## src/rtl/conv_l1_ctrl.sv

```systemverilog
// Layer-1 convolution sequencer: walks a z/y/x tile loop and hands each tile
// first to the memory reader and then to the PE array, waiting for each to finish.
module conv_l1_ctrl #(
  parameter int X_STEPS  = 4,
  parameter int Y_STEPS  = 4,
  parameter int Z_STEPS  = 2,
  parameter int X_STRIDE = 4,
  parameter int Y_STRIDE = 4,
  parameter int Z_STRIDE = 4
) (
  input  logic        clk,
  input  logic        rst_n,
  input  logic        start,
  input  logic        done_mem_l1,
  input  logic        done_pe_l1,
  output logic        start_mem_l1,
  output logic        start_pe_l1,
  output logic [7:0]  x,
  output logic [7:0]  y,
  output logic [7:0]  z,
  output logic [15:0] tile_cnt,
  output logic        busy,
  output logic        done
);

  typedef enum logic [2:0] {
    IDLE     = 3'd0,
    MEM_GO   = 3'd1,
    MEM_WAIT = 3'd2,
    PE_GO    = 3'd3,
    PE_WAIT  = 3'd4,
    ADV      = 3'd5,
    FIN      = 3'd6
  } state_e;

  localparam logic [15:0] X_LAST = 16'(X_STEPS - 1);
  localparam logic [15:0] Y_LAST = 16'(Y_STEPS - 1);
  localparam logic [15:0] Z_LAST = 16'(Z_STEPS - 1);
  localparam logic [7:0]  X_INC  = 8'(X_STRIDE);
  localparam logic [7:0]  Y_INC  = 8'(Y_STRIDE);
  localparam logic [7:0]  Z_INC  = 8'(Z_STRIDE);

  state_e      state_q, state_d;
  logic [15:0] xi_q, xi_d, yi_q, yi_d, zi_q, zi_d;
  logic [7:0]  x_q, x_d, y_q, y_d, z_q, z_d;
  logic [15:0] cnt_q, cnt_d;
  logic        start_mem_q, start_pe_q, busy_q, done_q;

  // Next-state, loop-index and coordinate update logic.
  always_comb begin
    state_d = state_q;
    xi_d    = xi_q;
    yi_d    = yi_q;
    zi_d    = zi_q;
    x_d     = x_q;
    y_d     = y_q;
    z_d     = z_q;
    cnt_d   = cnt_q;
    case (state_q)
      IDLE: begin
        if (start) begin
          state_d = MEM_GO;
          xi_d    = 16'd0;
          yi_d    = 16'd0;
          zi_d    = 16'd0;
          x_d     = 8'd0;
          y_d     = 8'd0;
          z_d     = 8'd0;
          cnt_d   = 16'd0;
        end else begin
          state_d = IDLE;
        end
      end
      MEM_GO: state_d = MEM_WAIT;
      MEM_WAIT: begin
        if (done_mem_l1) begin
          state_d = PE_GO;
        end else begin
          state_d = MEM_WAIT;
        end
      end
      PE_GO: state_d = PE_WAIT;
      PE_WAIT: begin
        if (done_pe_l1) begin
          state_d = ADV;
          cnt_d   = cnt_q + 16'd1;
        end else begin
          state_d = PE_WAIT;
        end
      end
      ADV: begin
        if ((xi_q == X_LAST) && (yi_q == Y_LAST) && (zi_q == Z_LAST)) begin
          state_d = FIN;
        end else begin
          state_d = MEM_GO;
          // x is innermost; each wrap carries into the next loop level.
          if (xi_q != X_LAST) begin
            xi_d = xi_q + 16'd1;
            x_d  = x_q + X_INC;
          end else begin
            xi_d = 16'd0;
            x_d  = 8'd0;
            if (yi_q != Y_LAST) begin
              yi_d = yi_q + 16'd1;
              y_d  = y_q + Y_INC;
            end else begin
              yi_d = 16'd0;
              y_d  = 8'd0;
              zi_d = zi_q + 16'd1;
              z_d  = z_q + Z_INC;
            end
          end
        end
      end
      FIN:     state_d = IDLE;
      default: state_d = IDLE;
    endcase
  end

  // State, index and counter registers; output flags decoded from next state.
  always_ff @(posedge clk or negedge rst_n) begin
    if (!rst_n) begin
      state_q     <= IDLE;
      xi_q        <= 16'd0;
      yi_q        <= 16'd0;
      zi_q        <= 16'd0;
      x_q         <= 8'd0;
      y_q         <= 8'd0;
      z_q         <= 8'd0;
      cnt_q       <= 16'd0;
      start_mem_q <= 1'b0;
      start_pe_q  <= 1'b0;
      busy_q      <= 1'b0;
      done_q      <= 1'b0;
    end else begin
      state_q     <= state_d;
      xi_q        <= xi_d;
      yi_q        <= yi_d;
      zi_q        <= zi_d;
      x_q         <= x_d;
      y_q         <= y_d;
      z_q         <= z_d;
      cnt_q       <= cnt_d;
      start_mem_q <= (state_d == MEM_GO);
      start_pe_q  <= (state_d == PE_GO);
      busy_q      <= (state_d != IDLE);
      done_q      <= (state_d == FIN);
    end
  end

  assign start_mem_l1 = start_mem_q;
  assign start_pe_l1  = start_pe_q;
  assign x            = x_q;
  assign y            = y_q;
  assign z            = z_q;
  assign tile_cnt     = cnt_q;
  assign busy         = busy_q;
  assign done         = done_q;

endmodule
```

## config.mk

```make
export PLATFORM = sky130hd
export DESIGN_NAME = conv_l1_ctrl
export DESIGN_NICKNAME = d
export VERILOG_FILES = /design/src/rtl/conv_l1_ctrl.sv
export SDC_FILE = /design/constraint.sdc
export NUM_CORES = 1
export LEC_CHECK = 0
export ABC_CLOCK_PERIOD_IN_PS = 2790
export CORE_ASPECT_RATIO = 0.8
export CORE_UTILIZATION = 55
export CTS_BUF_LIST = sky130_fd_sc_hd__clkbuf_4
export CTS_CLUSTER_DIAMETER = 60
export DETAILED_ROUTE_END_ITERATION = 12
export GPL_TIMING_DRIVEN = 0
export PLACE_DENSITY = 0.86
export REMOVE_ABC_BUFFERS = 1
export SYNTH_ARGS = -nofsm -noshare
export SYNTH_HDL_FRONTEND = slang
export SYNTH_SLANG_ARGS = --single-unit
```

## constraint.sdc

```tcl
create_clock -name clk -period 2.79 [get_ports clk]
set_input_delay 0.558 -clock clk [delete_from_list [all_inputs] [get_ports clk]]
set_output_delay 0.558 -clock clk [all_outputs]
set_load 0.03 [all_outputs]
```

==> results of run 1 <==
[synthesized netlist by cell type, drive strengths merged, types with 5 or more instances]
cell / number / area [um2]
clkbuf: 12 / 45.0
and4: 5 / 46.3
nor4: 18 / 128
buf: 21 / 131
nand2: 46 / 173
nor2: 31 / 116
nor3: 23 / 120
xnor2: 8 / 70.1
ha: 8 / 100
o31ai: 26 / 195
nand4: 23 / 150
a21oi: 13 / 76.3
dfrtp: 89 / 2230
or4: 10 / 75.1
and2: 5 / 31.3
and3: 9 / 56.3
a22o: 7 / 61.3
o211ai: 9 / 67.6
xor2: 8 / 70.1
nand3: 40 / 200
a211oi: 11 / 82.6
o21ai: 46 / 234
inv: 22 / 82.6
or3: 13 / 81.3
[stage by stage]
step	instances	TNS (ns)	utilization [%]	area, um2	total power, mW
floorplan	515	0	-	4800	2.02
global placement	669	-221.39	62.4	5360	2.29
detailed placement	672	-7.16	63.0	5420	2.36
CTS	687	0	64.6	5550	2.99
global route	694	0	65.4	5620	3.15
finish	694	0	65.4	5620	2.98
[power groups by stage]
stage / registers [mW] / clock network [mW] / logic, mW
floorplan: 1.54 / 0 / 0.483
global placement: 1.49 / 0 / 0.805
detailed placement: 1.49 / 0 / 0.869
CTS: 1.47 / 0.640 / 0.879
global route: 1.49 / 0.695 / 0.965
finish: 1.47 / 0.624 / 0.882
[layout make-up]
| cell class | instances | area, um2 |
|---|---|---|
| fill | 690 | 2980 |
| multi-input combinational | 404 | 2540 |
| sequential | 89 | 2230 |
| timing repair buffer | 52 | 520 |
| tap | 112 | 140 |
| clock buffer | 12 | 90.1 |
| inverter | 22 | 82.6 |
| clock inverter | 3 | 18.8 |
[cells by family (layout without fill, tap and decap cells)]
family,count (synthesis),after routing,share of synthesized area (%)
simple gates,235,235,25.7
buf+inv,55,89,5.22
fa+ha+maj,8,8,2.02
flops,89,89,44.9
xor+xnor,16,16,2.83
compound gates,137,137,18.8
mux,2,2,0.429
other cells,1,6,0.0756
[metal layers]
layer  share of wire, %  track usage (%)
met2                 48             42.2
met3                5.4             5.46
met4                1.3             8.72
met1                 46             37.1
met5                  0                0
[worst paths after layout]
kind                                             end  slack [ns]  depth (start not counted)
max in group asynchronous       state_q[2]$_DFF_PN0_        2.02                          2
worst min register to register      y[7]$_DFFE_PN0P_        0.53                          1
worst max-delay path            zi_q[15]$_DFFE_PN0P_        0.20                          6
worst max register to register   zi_q[8]$_DFFE_PN0P_        0.22                          6
min in group clk                    y[7]$_DFFE_PN0P_        0.53                          1
worst min-delay path            zi_q[11]$_DFFE_PN0P_        0.11                          1
[registers in the layout, indices dropped and copies added, names as in the netlist]
name          count
busy              1
done              1
start_mem_l1      1
start_pe_l1       1
state_q           3
tile_cnt         16
x                 6
xi_q             16
y                 6
yi_q             16
z                 6
zi_q             16
[timing repair]
item                                    4_1_cts  5_1_grt
buffers inserted                              0        7
endpoints found under the hold margin         0        0
pin swaps                                     0        5
endpoints found under the setup margin       27       40
resized for setup                             5        5
[cell usage in the layout (no fill, tap or decap), types with 9 or more instances in the layout]
cell / count
o31ai_1: 26
nand2_1: 46
dfrtp_1: 88
or3_1: 13
o21ai_0: 45
clkbuf_4: 12
a211oi_1: 11
nor3_1: 22
o211ai_1: 9
clkdlybuf4s50_1: 41
inv_1: 22
nand4_1: 22
or4_1: 10
nand3_1: 40
a21oi_1: 12
nor4_1: 16
and3_1: 9
nor2_1: 30
==> run metrics, run 1 <==
Setup Viol. Count Final 0; Primary FF master, synth dfrtp_1; actual slew at the worst max-slew pin 0.989 ns; DRC Markers 0; Chip Height 86.9 um; crit-path max FO 15; RSZ-0062 raised after global routing no; nets@finish 591; share of layout cells above drive strength 1 7.73%; Min Hold Slack 0.107 ns; PortBufs 42; required time worst endpoint 3.18 ns; drt via density 6.45; sw frac 38.5%; clock power share 20.9%; root buffer cell clkbuf_4; CP arrival 2.97 ns; synth-to-layout area growth 13.3%; Seq cells post-synth 89; n_diodes 0; Synth cell types 55; H-tree levels 3; CTS tree done; clk slew on worst S/H paths 0.14 ns; Final Skew 0.0200 ns; largest net degree at the start of global routing 50; P_sw 1.15 mW; critical path launch point type input port; number of routed nets with antenna violations 0; vias after detailed routing 4477; Logic pwr share 29.6%; Post-synth EDFFs 0; area of the core 0.00860 mm2; Post-Syn Area 0.00496 mm2; initial antenna violation count 0; RD Place Congestion 0.861; Worst Path Buf+Inv 1; Cell Rows 30; crit-path cells clkdlybuf4s50_1, or3b_4, a21oi_4, nand2_1, a2111o_1, a21oi_1; first-pass GRT wire length 19600 um; warnings from Yosys 0; Worst VDD drop 491 uV; CTS Hold Bufs 0; Period minus WS final 2.59 ns; relative slew slack 33.5%; CP delay by family, top compound AO/OA/AOI/OAI gates; CP endpoint kind flip-flop; DRT iter0 DRCs 328; TritonCTS buffer count 9; Mapped Cells 543; Final HPWL DP 8000 um; gr usage total 26.8%; Tcrit/Tclk final 92.7%; Syn Area/Cell 9.13 um2; total grt overflow 0; worst min path class in2async; DR WL/cell 17.2 um; drt first pass iters 5; I/O pin total 49; async set-reset flop share out of synthesis 100%; fmax 0.387 GHz; Num Clock Sinks 89; vias in the first global route 4059; die area 0.00940 mm2; setup ws final 0.204 ns; Slew Limit Fails 0; Worst-Skew Late Latency 0.46 ns; Max-cap violations 0; pwr/cell area 531 mW/mm2; result of the run complete, no violations; Pleak 2.33 nW; post-synthesis sequential area ratio 44.9%; DP Worst Slack -0.328 ns; Hold Fails Final Rpt 0; critical path type in2reg; CP max stage delay 0.53 ns; maximum root-to-sink buffer count 2; final wirelength 11900 um; cell-internal power 1.83 mW; FF-to-FF Start yi_q[0]$_DFFE_PN0P_; critical path startpoint start; slowest CP cell clkdlybuf4s50_1; initial core utilization 57.7%; die width 108 um; register share of total power 49.5%
Note: power is estimated with default switching activity, not from simulation.
==> inputs of run 2 (changes only) <==
--- a/config.mk
+++ b/config.mk
@@ -7,12 +7,12 @@
 export LEC_CHECK = 0
 export ABC_CLOCK_PERIOD_IN_PS = 2790
 export CORE_ASPECT_RATIO = 0.8
-export CORE_UTILIZATION = 55
+export CORE_UTILIZATION = 59
 export CTS_BUF_LIST = sky130_fd_sc_hd__clkbuf_4
 export CTS_CLUSTER_DIAMETER = 60
 export DETAILED_ROUTE_END_ITERATION = 12
 export GPL_TIMING_DRIVEN = 0
-export PLACE_DENSITY = 0.86
+export PLACE_DENSITY = 0.91
 export REMOVE_ABC_BUFFERS = 1
 export SYNTH_ARGS = -nofsm -noshare
 export SYNTH_HDL_FRONTEND = slang
==> run 2 against run 1 <==
Critical path type is now reg2reg; power increased by 6.2%; sequential share of layout area decreased by 0.24 points; setup slack lost 0.11 ns; clock skew fell by 0.0098 ns; global-route usage rose by 2.5 points; via count up 3.0%; combinational power about the same; non-clock buffer count down 2; highest routed layer unchanged; sequential cell count is the same; first-iteration DRC count is 40% higher; core utilization up 5.1 points.
==> run metrics, run 2 (synthesis results as in run 1) <==
RSZ-0062 raised after global routing yes; Placed Area 0.00539 mm2 (-0.51%); cell-internal power 1.98 mW (+7.9%); commonest cells after routing, fill and taps aside dfrtp_1 (89), nand2_1 (46), o21ai_0 (45); initial core utilization 61.8% (+4.1 points); Chip Height 84.0 um (-3.4%); relative slew slack 33.3% (-0.20 points); total grt overflow 0 (unchanged); result of the run complete, no violations; Max-cap violations 0 (unchanged); vias after detailed routing 4612 (+3.0%); clock power share 25.7% (+4.8 points); actual slew at the worst max-slew pin 0.992 ns (+0.00303 ns); CP arrival 3.09 ns (+0.12 ns); sw frac 37.5% (-0.98 points); area of the core 0.00802 mm2 (-6.7%); Final Skew 0.0101 ns (-0.00985 ns); critical path launch point type flip-flop; final wirelength 12500 um (+4.3%); setup ws final 0.0965 ns (-0.108 ns); share of layout cells above drive strength 1 7.39% (-0.34 points); DR WL/cell 18.1 um (+4.9%); DRT iter0 DRCs 459 (+40%); Logic pwr share 27.8% (-1.8 points); Pleak 2.37 nW (+1.5%); synth-to-layout area growth 14.0%; I/O pin total 49 (unchanged); RD Place Congestion 0.902 (+4.8%); largest net degree at the start of global routing 49 (-2.0%); Worst Path Buf+Inv 0 (-1); initial antenna violation count 0 (unchanged); die area 0.00877 mm2 (-6.6%); drt first pass iters 5 (unchanged); first-pass GRT wire length 20500 um (+4.6%); CP delay by family, top simple AND/OR/NAND/NOR gates; critical path type reg2reg; Worst-Skew Late Latency 0.45 ns (about the same); post-route cell area 0.00565 mm2 (+0.56%); clk slew on worst S/H paths 0.14 ns (about the same); Worst VDD drop 589 uV (+20%); slowest CP cell or4_1; Num Clock Sinks 89 (unchanged); CP endpoint kind flip-flop; worst min path class in2async; DRC Markers 0 (unchanged); TritonCTS buffer count 9 (unchanged); Tcrit/Tclk final 96.5% (+3.9 points); fin util 70.4% (+5.1 points); CTS tree done; gr usage total 29.3% (+2.5 points); root buffer cell clkbuf_4; reg2reg setup slack 0.1 ns (-0.12 ns); register share of total power 46.5% (-3.0 points); crit-path max FO 19 (+4); Hold Fails Final Rpt 0 (unchanged); Setup Viol. Count Final 0 (unchanged); n_diodes 0 (unchanged); Final HPWL DP 8070 um (+0.87%); number of routed nets with antenna violations 0 (unchanged); PortBufs 42 (unchanged); vias in the first global route 4273 (+5.3%); DP Worst Slack -0.629 ns (-0.301 ns); fmax 0.371 GHz (-4.0%); Cell Rows 29 (-3.3%); die width 104 um (-3.4%); CP max stage delay 0.66 ns (+0.13 ns); P_sw 1.19 mW (+3.5%); nets@finish 590 (-0.17%); CTS Hold Bufs 0 (unchanged); crit-path cells ha_1, nor3b_1, nand4_1, nand4_2, or4_1, nand2_1; pwr/cell area 560 mW/mm2 (+5.6%); Slew Limit Fails 0 (unchanged); Period minus WS final 2.69 ns (+0.108 ns); maximum root-to-sink buffer count 2 (unchanged); required time worst endpoint 3.18 ns (about the same); drt via density 6.68 (+3.6%); H-tree levels 3 (unchanged); commonest non-fill, non-tap cell in the layout dfrtp_1
## run 2: worst paths after layout
path,cells after the start,startpoint,to
max,6,zi_q[0]$_DFFE_PN0P_,zi_q[12]$_DFFE_PN0P_
min,1,rst_n,zi_q[8]$_DFFE_PN0P_
max reg2reg,6,zi_q[0]$_DFFE_PN0P_,zi_q[12]$_DFFE_PN0P_
min reg2reg,1,y[7]$_DFFE_PN0P_,y[7]$_DFFE_PN0P_
max in group asynchronous,2,rst_n,tile_cnt[5]$_DFFE_PN0P_
min in group clk,1,y[7]$_DFFE_PN0P_,y[7]$_DFFE_PN0P_
## run 2: layout make-up
cell class | instances | area [um2]
timing repair buffer | 50 | 498
fill | 591 | 2370
sequential | 89 | 2230
multi-input combinational | 405 | 2550
clock buffer | 10 | 75.1
inverter | 22 | 82.6
clock inverter | 6 | 82.6
tap | 108 | 135
## run 2: through the flow
step,std cells,setup TNS [ns],hold WS [ns],total power [mW]
2_1_floorplan,515,0,0.262,2.02
3_3_place_gp,665,-215.10,0.490,2.28
3_5_place_dp,666,-22.11,0.504,2.33
4_1_cts,683,0,0.0808,3.16
5_1_grt,690,-0.112,0.101,3.31
6_report,690,0,0.0745,3.17
## run 2: power groups by stage
stage	clock network (mW)	registers (mW)	logic (mW)
global placement	0	1.49	0.800
detailed placement	0	1.49	0.837
floorplan	0	1.54	0.483
global route	0.879	1.49	0.943
CTS	0.826	1.47	0.861
finish	0.814	1.47	0.879
## run 2: layer usage
metal | part of all wire, % | vias up | wire, um | track usage, %
met4 | 1.4 | 0 | 179 | 9.87
li1 | - | 2102 | - | -
met2 | 48 | 222 | 6000 | 46.4
met5 | 0 | - | 0 | 0
met1 | 43 | 2265 | 5350 | 39.5
met3 | 7.5 | 23 | 931 | 7.42
## run 2: timing repair
| item | in CTS | in global routing |
|---|---|---|
| cloned | 1 | 0 |
| pin swaps | 1 | 3 |
| endpoints found under the setup margin | 50 | 45 |
| endpoints found under the hold margin | 0 | 0 |
| buffers inserted | 0 | 7 |
| resized for setup | 6 | 3 |
==> inputs of run 3 (changes only) <==
--- a/config.mk
+++ b/config.mk
@@ -9,7 +9,6 @@
 export CORE_ASPECT_RATIO = 0.8
 export CORE_UTILIZATION = 59
 export CTS_BUF_LIST = sky130_fd_sc_hd__clkbuf_4
-export CTS_CLUSTER_DIAMETER = 60
 export DETAILED_ROUTE_END_ITERATION = 12
 export GPL_TIMING_DRIVEN = 0
 export PLACE_DENSITY = 0.91
==> results of run 3 <==
The final DEF is identical to that of run 2; final timing and power are the same.
==> patch 1, RTL diff (settings of run 2) <==
Reset style: synchronous (`rst_n`), changed in one clocked block.
--- a/src/rtl/conv_l1_ctrl.sv
+++ b/src/rtl/conv_l1_ctrl.sv
@@ -119,5 +119,5 @@
 
   // State, index and counter registers; output flags decoded from next state.
-  always_ff @(posedge clk or negedge rst_n) begin
+  always_ff @(posedge clk) begin
     if (!rst_n) begin
       state_q     <= IDLE;
Behaviour: differs if rst_n is asserted again (counterexample within 4 cycles, from zero or initial values and one cycle with rst_n low); with rst_n held inactive, the same outputs for 10 cycles.
==> patch 1 against run 2 <==
Routed wire length shrank 18%. Worst setup slack gained 0.047 ns. Sequential cell count is the same. Area after synthesis shrank 6.4%. Critical path type unchanged. First-iteration DRC count shrank 37%. Cell area shrank 7.5%.
Power is not compared: it rests on default switching activity, and its combinational part moved more than twofold at a synthesized area within 25%.
==> patch 1: results (changes against run 2) <==
{| class="wikitable"
! Metric !! Value
|-
| Pint || around 1.6 mW
|-
| Sequential element share of the synthesized area || 0.384 (-0.0654)
|-
| Sequential cell area || 1780 µm² (-20%)
|-
| Maximum number of pins on one net before global-route repair || 30 (-39%)
|-
| Count of inverters other than clock inverters in the layout || 15 (-32%)
|-
| Outcome || finished clean
|-
| Final non-clock buffer share || 0.0848 (-0.00338)
|-
| Final #Nets || 596 (+1.0%)
|-
| First-pass GRT wire length || 17000 µm (-17%)
|-
| Width of the die || 101 µm (-3.2%)
|-
| Gate Count Post-Synth || 552 (+1.7%)
|-
| Post-CTS resize count || 2 (-4)
|-
| Share of final-layout standard cells stronger than drive strength 1 || 0.0918 (+0.0180)
|-
| Period minus WS final || 2.65 ns (-0.0472 ns)
|-
| FFs & Latches || 89 (unchanged)
|-
| Number of combinational gates with multiple inputs || 423 (+4.4%)
|-
| Count of placed standard cells in the final layout, fillers left out || 694 (+0.58%)
|-
| Count of antenna diodes in the layout || 1 (+1)
|-
| Slowest CP cell || sky130_fd_sc_hd__or3b_1
|-
| Kind of path behind the tightest hold check || reg2reg
|-
| Initial antenna violation count || 1 (+1)
|-
| Number of different library cells in the post-synthesis netlist || 63 (+15%)
|-
| Origin of the critical flop-to-flop path || xi_q[0]
|-
| Crit-path max cell delay || 0.49 ns (-0.17 ns)
|-
| Multi-input combinational area share || 0.510 (+0.0589)
|-
| Commonest cells in the synthesized netlist || sky130_fd_sc_hd__dfxtp_1 (89), sky130_fd_sc_hd__nor2_1 (69), sky130_fd_sc_hd__nand2_1 (54)
|-
| Routed length per placed instance || 14.8 µm (-18%)
|-
| Area overhead of the layout relative to synthesis || 12.6%
|-
| Setup slack at placement || -0.412 ns (+0.217 ns)
|-
| Global placer's final weighted congestion || 0.923 (+2.4%)
|-
| Largest cells by area after synthesis || sky130_fd_sc_hd__dfxtp_1 (38%), sky130_fd_sc_hd__xnor2_1 (5.8%), sky130_fd_sc_hd__nor2_1 (5.6%)
|-
| Register-to-register setup slack || 0.14 ns (+0.05 ns)
|-
| Transition time at the pin with the least slew margin || 0.950 ns (-0.0419 ns)
|-
| Final-layout clock-cell area share || 0.0278 (-0.000129)
|-
| Via count normalized by instance count || 6.01 (-10%)
|-
| Share of flip-flops with an asynchronous set or reset || 0 (-1.00)
|-
| Number of buffers outside the clock class in the layout || 45 (-10%)
|-
| Number of clock buffers in the layout || 9 (-1)
|-
| Instance area at placement || 5030 µm² (-6.7%)
|-
| Reg-to-Reg End || z[4]
|-
| Final HPWL from detailed placement || 6880 µm (-15%)
|-
| Total track usage || 0.261 (-0.0320)
|-
| Vias in the first global route || 3744 (-12%)
|-
| Number of placed instances, taps included || 674 (+1.2%)
|-
| Biggest fanout along the worst timing path || 15 (-4)
|-
| Main synth FF type || sky130_fd_sc_hd__dfxtp_1
|}
## patch 1: cell families after synthesis
family          count (synthesis)  share of synthesized area
flops                          89                      0.384
other cells                     1                   0.000808
simple gates                  259                      0.293
compound gates                104                      0.160
fa+ha+maj                       8                     0.0216
xor+xnor                       43                     0.0811
mux                             3                    0.00728
buf+inv                        45                     0.0520
## patch 1: how the worst min path moves through the flow
stage,from,end,slack [ns],cells after the start
2_1_floorplan,yi_q[1],yi_q[1],0.46,2
3_3_place_gp,yi_q[1],yi_q[1],0.47,2
3_5_place_dp,z[7],z[7],0.48,1
4_1_cts,yi_q[1],yi_q[1],0.50,2
5_1_grt,x[3],x[3],0.53,2
6_report,x[3],x[3],0.50,2
## patch 1: per-layer routing
layer | up-vias | global-route usage | share of wire
met5 | - | 0 | 0
met4 | 0 | 0.0957 | 0.012
met3 | 11 | 0.0628 | 0.051
met2 | 133 | 0.417 | 0.46
met1 | 1984 | 0.344 | 0.48
li1 | 2044 | - | -
==> patch 2, RTL diff (settings of run 2) <==
Without the edit above. The 7 states of `state_e` get a one-hot encoding in 7 bits.
--- a/src/rtl/conv_l1_ctrl.sv
+++ b/src/rtl/conv_l1_ctrl.sv
@@ -24,12 +24,12 @@
 );
 
-  typedef enum logic [2:0] {
-    IDLE     = 3'd0,
-    MEM_GO   = 3'd1,
-    MEM_WAIT = 3'd2,
-    PE_GO    = 3'd3,
-    PE_WAIT  = 3'd4,
-    ADV      = 3'd5,
-    FIN      = 3'd6
+  typedef enum logic [6:0] {
+    IDLE     = 7'b0000001,
+    MEM_GO   = 7'b0000010,
+    MEM_WAIT = 7'b0000100,
+    PE_GO    = 7'b0001000,
+    PE_WAIT  = 7'b0010000,
+    ADV      = 7'b0100000,
+    FIN      = 7'b1000000
   } state_e;
 
Formal check against the unedited RTL: same outputs for any inputs over 10 cycles, from zero or initial values and one cycle with rst_n low; not proved beyond that.
==> patch 2 against run 2 <==
Area after synthesis rose by 3.1%. Fmax fell by 0.62%. Routed wire length is 0.63% lower. Worst setup slack got worse by 0.017 ns. Cell area grew 3.3%. Synthesized cell count is 2.2% higher. Utilization grew 1.0 points. Sequential power is 17% higher. Count of clock-buffer cells in the layout is 1 lower. Global-route usage decreased by 1.2 points. First-iteration DRC count is 11% lower. Total power rose by 7.4%. Sequential cell count grew 4.
==> patch 2: results (changes against run 2) <==
{| class="wikitable"
! Metric !! Value
|-
| Share of synthesized area spent on multiplexers || 0.00979 (+0.00550)
|-
| Reg-to-Reg End || zi_q[13]
|-
| First-pass GRT wire length || 20300 µm (-1.0%)
|-
| Via count normalized by instance count || 6.70 (+0.26%)
|-
| Commonest cells in the synthesized netlist || sky130_fd_sc_hd__dfrtp_1 (92), sky130_fd_sc_hd__nand2_1 (46), sky130_fd_sc_hd__nand3_1 (44)
|-
| Maximum number of pins on one net before global-route repair || 62 (+27%)
|-
| Sw Share || 0.405 (+0.0295)
|-
| Instance area at placement || 5550 µm² (+3.1%)
|-
| Total track usage || 0.281 (-0.0124)
|-
| Worst setup skew after layout || 0.00920 ns (-0.000925 ns)
|-
| Global placer's final weighted congestion || 0.874 (-3.0%)
|-
| Number of fill cells in the layout || 596 (+0.85%)
|-
| Transition time at the pin with the least slew margin || 0.955 ns (-0.0367 ns)
|-
| Clock slew seen by the registers of the worst setup and hold paths || 0.16 ns (+0.02 ns)
|-
| Sequential element share of the synthesized area || 0.456 (+0.00641)
|-
| Final hold slack || 0.0134 ns (-0.0612 ns)
|-
| Largest delay share family, worst path || simple AND/OR/NAND/NOR gates
|-
| Final routed wirelength across all metal layers || 12400 µm (-0.63%)
|-
| Worst path setup slack after routing || 0.0798 ns (-0.0167 ns)
|-
| Setup slack at placement || -0.951 ns (-0.322 ns)
|-
| Vias in the first global route || 4267 (-0.14%)
|-
| Biggest fanout along the worst timing path || 28 (+9)
|-
| Syn_area_per_cell || 9.21 µm² (+0.85%)
|-
| Crit-path max cell delay || 0.73 ns (+0.07 ns)
|-
| Slowest CP cell || sky130_fd_sc_hd__or4b_4
|-
| H-tree lvl count || 3 (unchanged)
|-
| Count of placed standard cells in the final layout, fillers left out || 706 (+2.3%)
|-
| Startpoint of the worst setup timing path || state_q[1]
|-
| VDD IR max || 0.321 mV (-45%)
|-
| Final HPWL from detailed placement || 7970 µm (-1.2%)
|-
| Share of the synthesized netlist area taken by xor and xnor gates || 0.0154 (-0.0128)
|-
| Leakage power figure || 2.37 nW (+0.13%)
|-
| Final #Nets || 606 (+2.7%)
|-
| Clock Path Buffers || 2 (unchanged)
|-
| Post-Synth Adder-Cell Area || 0.0196 (-0.000603)
|-
| Arrival time worst endpoint || 3.10 ns (about the same)
|-
| Fraction of the mapped netlist area in compound gates || 0.197 (+0.00957)
|-
| Number of different library cells in the post-synthesis netlist || 54 (-1.8%)
|-
| Outcome || finished clean
|-
| Share of final-layout standard cells stronger than drive strength 1 || 0.0769 (+0.00304)
|-
| Origin of the critical flop-to-flop path || state_q[1]
|-
| Number of DRC markers in iteration 0 || 410 (-11%)
|-
| Largest cells by area after synthesis || sky130_fd_sc_hd__dfrtp_1 (45%), sky130_fd_sc_hd__nand3_1 (4.3%), sky130_fd_sc_hd__o21ai_0 (4.2%)
|}
## patch 2: changes by cell type in the layout (fill, tap and decap cells not counted), moves of 5 or more
cell,run 2,this run
sky130_fd_sc_hd__o211ai_1,9,3
sky130_fd_sc_hd__a31oi_1,2,25
sky130_fd_sc_hd__a21oi_1,12,38
sky130_fd_sc_hd__a211oi_1,11,0
sky130_fd_sc_hd__nor4_1,16,21
sky130_fd_sc_hd__nor2_1,30,21
sky130_fd_sc_hd__and3_1,9,14
sky130_fd_sc_hd__inv_1,22,13
sky130_fd_sc_hd__o31ai_1,26,11
sky130_fd_sc_hd__a41oi_1,1,6
sky130_fd_sc_hd__nand4_1,22,14
## patch 2: what timing repair did
action                                  in CTS  in global routing
cloned                                       2                  0
endpoints found under the setup margin      77                 57
gates resized for setup                      5                  6
pin swaps                                    3                  3
buffers inserted                             3                  5
hold buffers                                 0                  0
## patch 2: area by class of cell
type	instances	area, µm²	area share
tap	108	135	0.0232
clock buffer	9	67.6	0.0116
multi-input combinational	424	2660	0.456
sequential	93	2330	0.399
timing repair buffer	52	529	0.0907
inverter	13	48.8	0.00836
clock inverter	7	66.3	0.0114
## patch 2: power by group through the flow
stage          Clock (mW)  Sequential [mW]  Combinational, mW
6_report            0.743             1.72              0.942
5_1_grt             0.798             1.74               1.03
4_1_cts             0.743             1.70              0.904
3_5_place_dp            0             1.72              0.868
3_3_place_gp            0             1.71              0.805
2_1_floorplan           0             1.75              0.505
## patch 2: per-layer routing
layer / GRT usage / part of all wire / vias to the layer above
met5: 0 / 0 / -
met4: 0.0859 / 0.014 / 0
met3: 0.0645 / 0.080 / 25
met2: 0.433 / 0.47 / 245
met1: 0.397 / 0.43 / 2264
li1: - / - / 2197
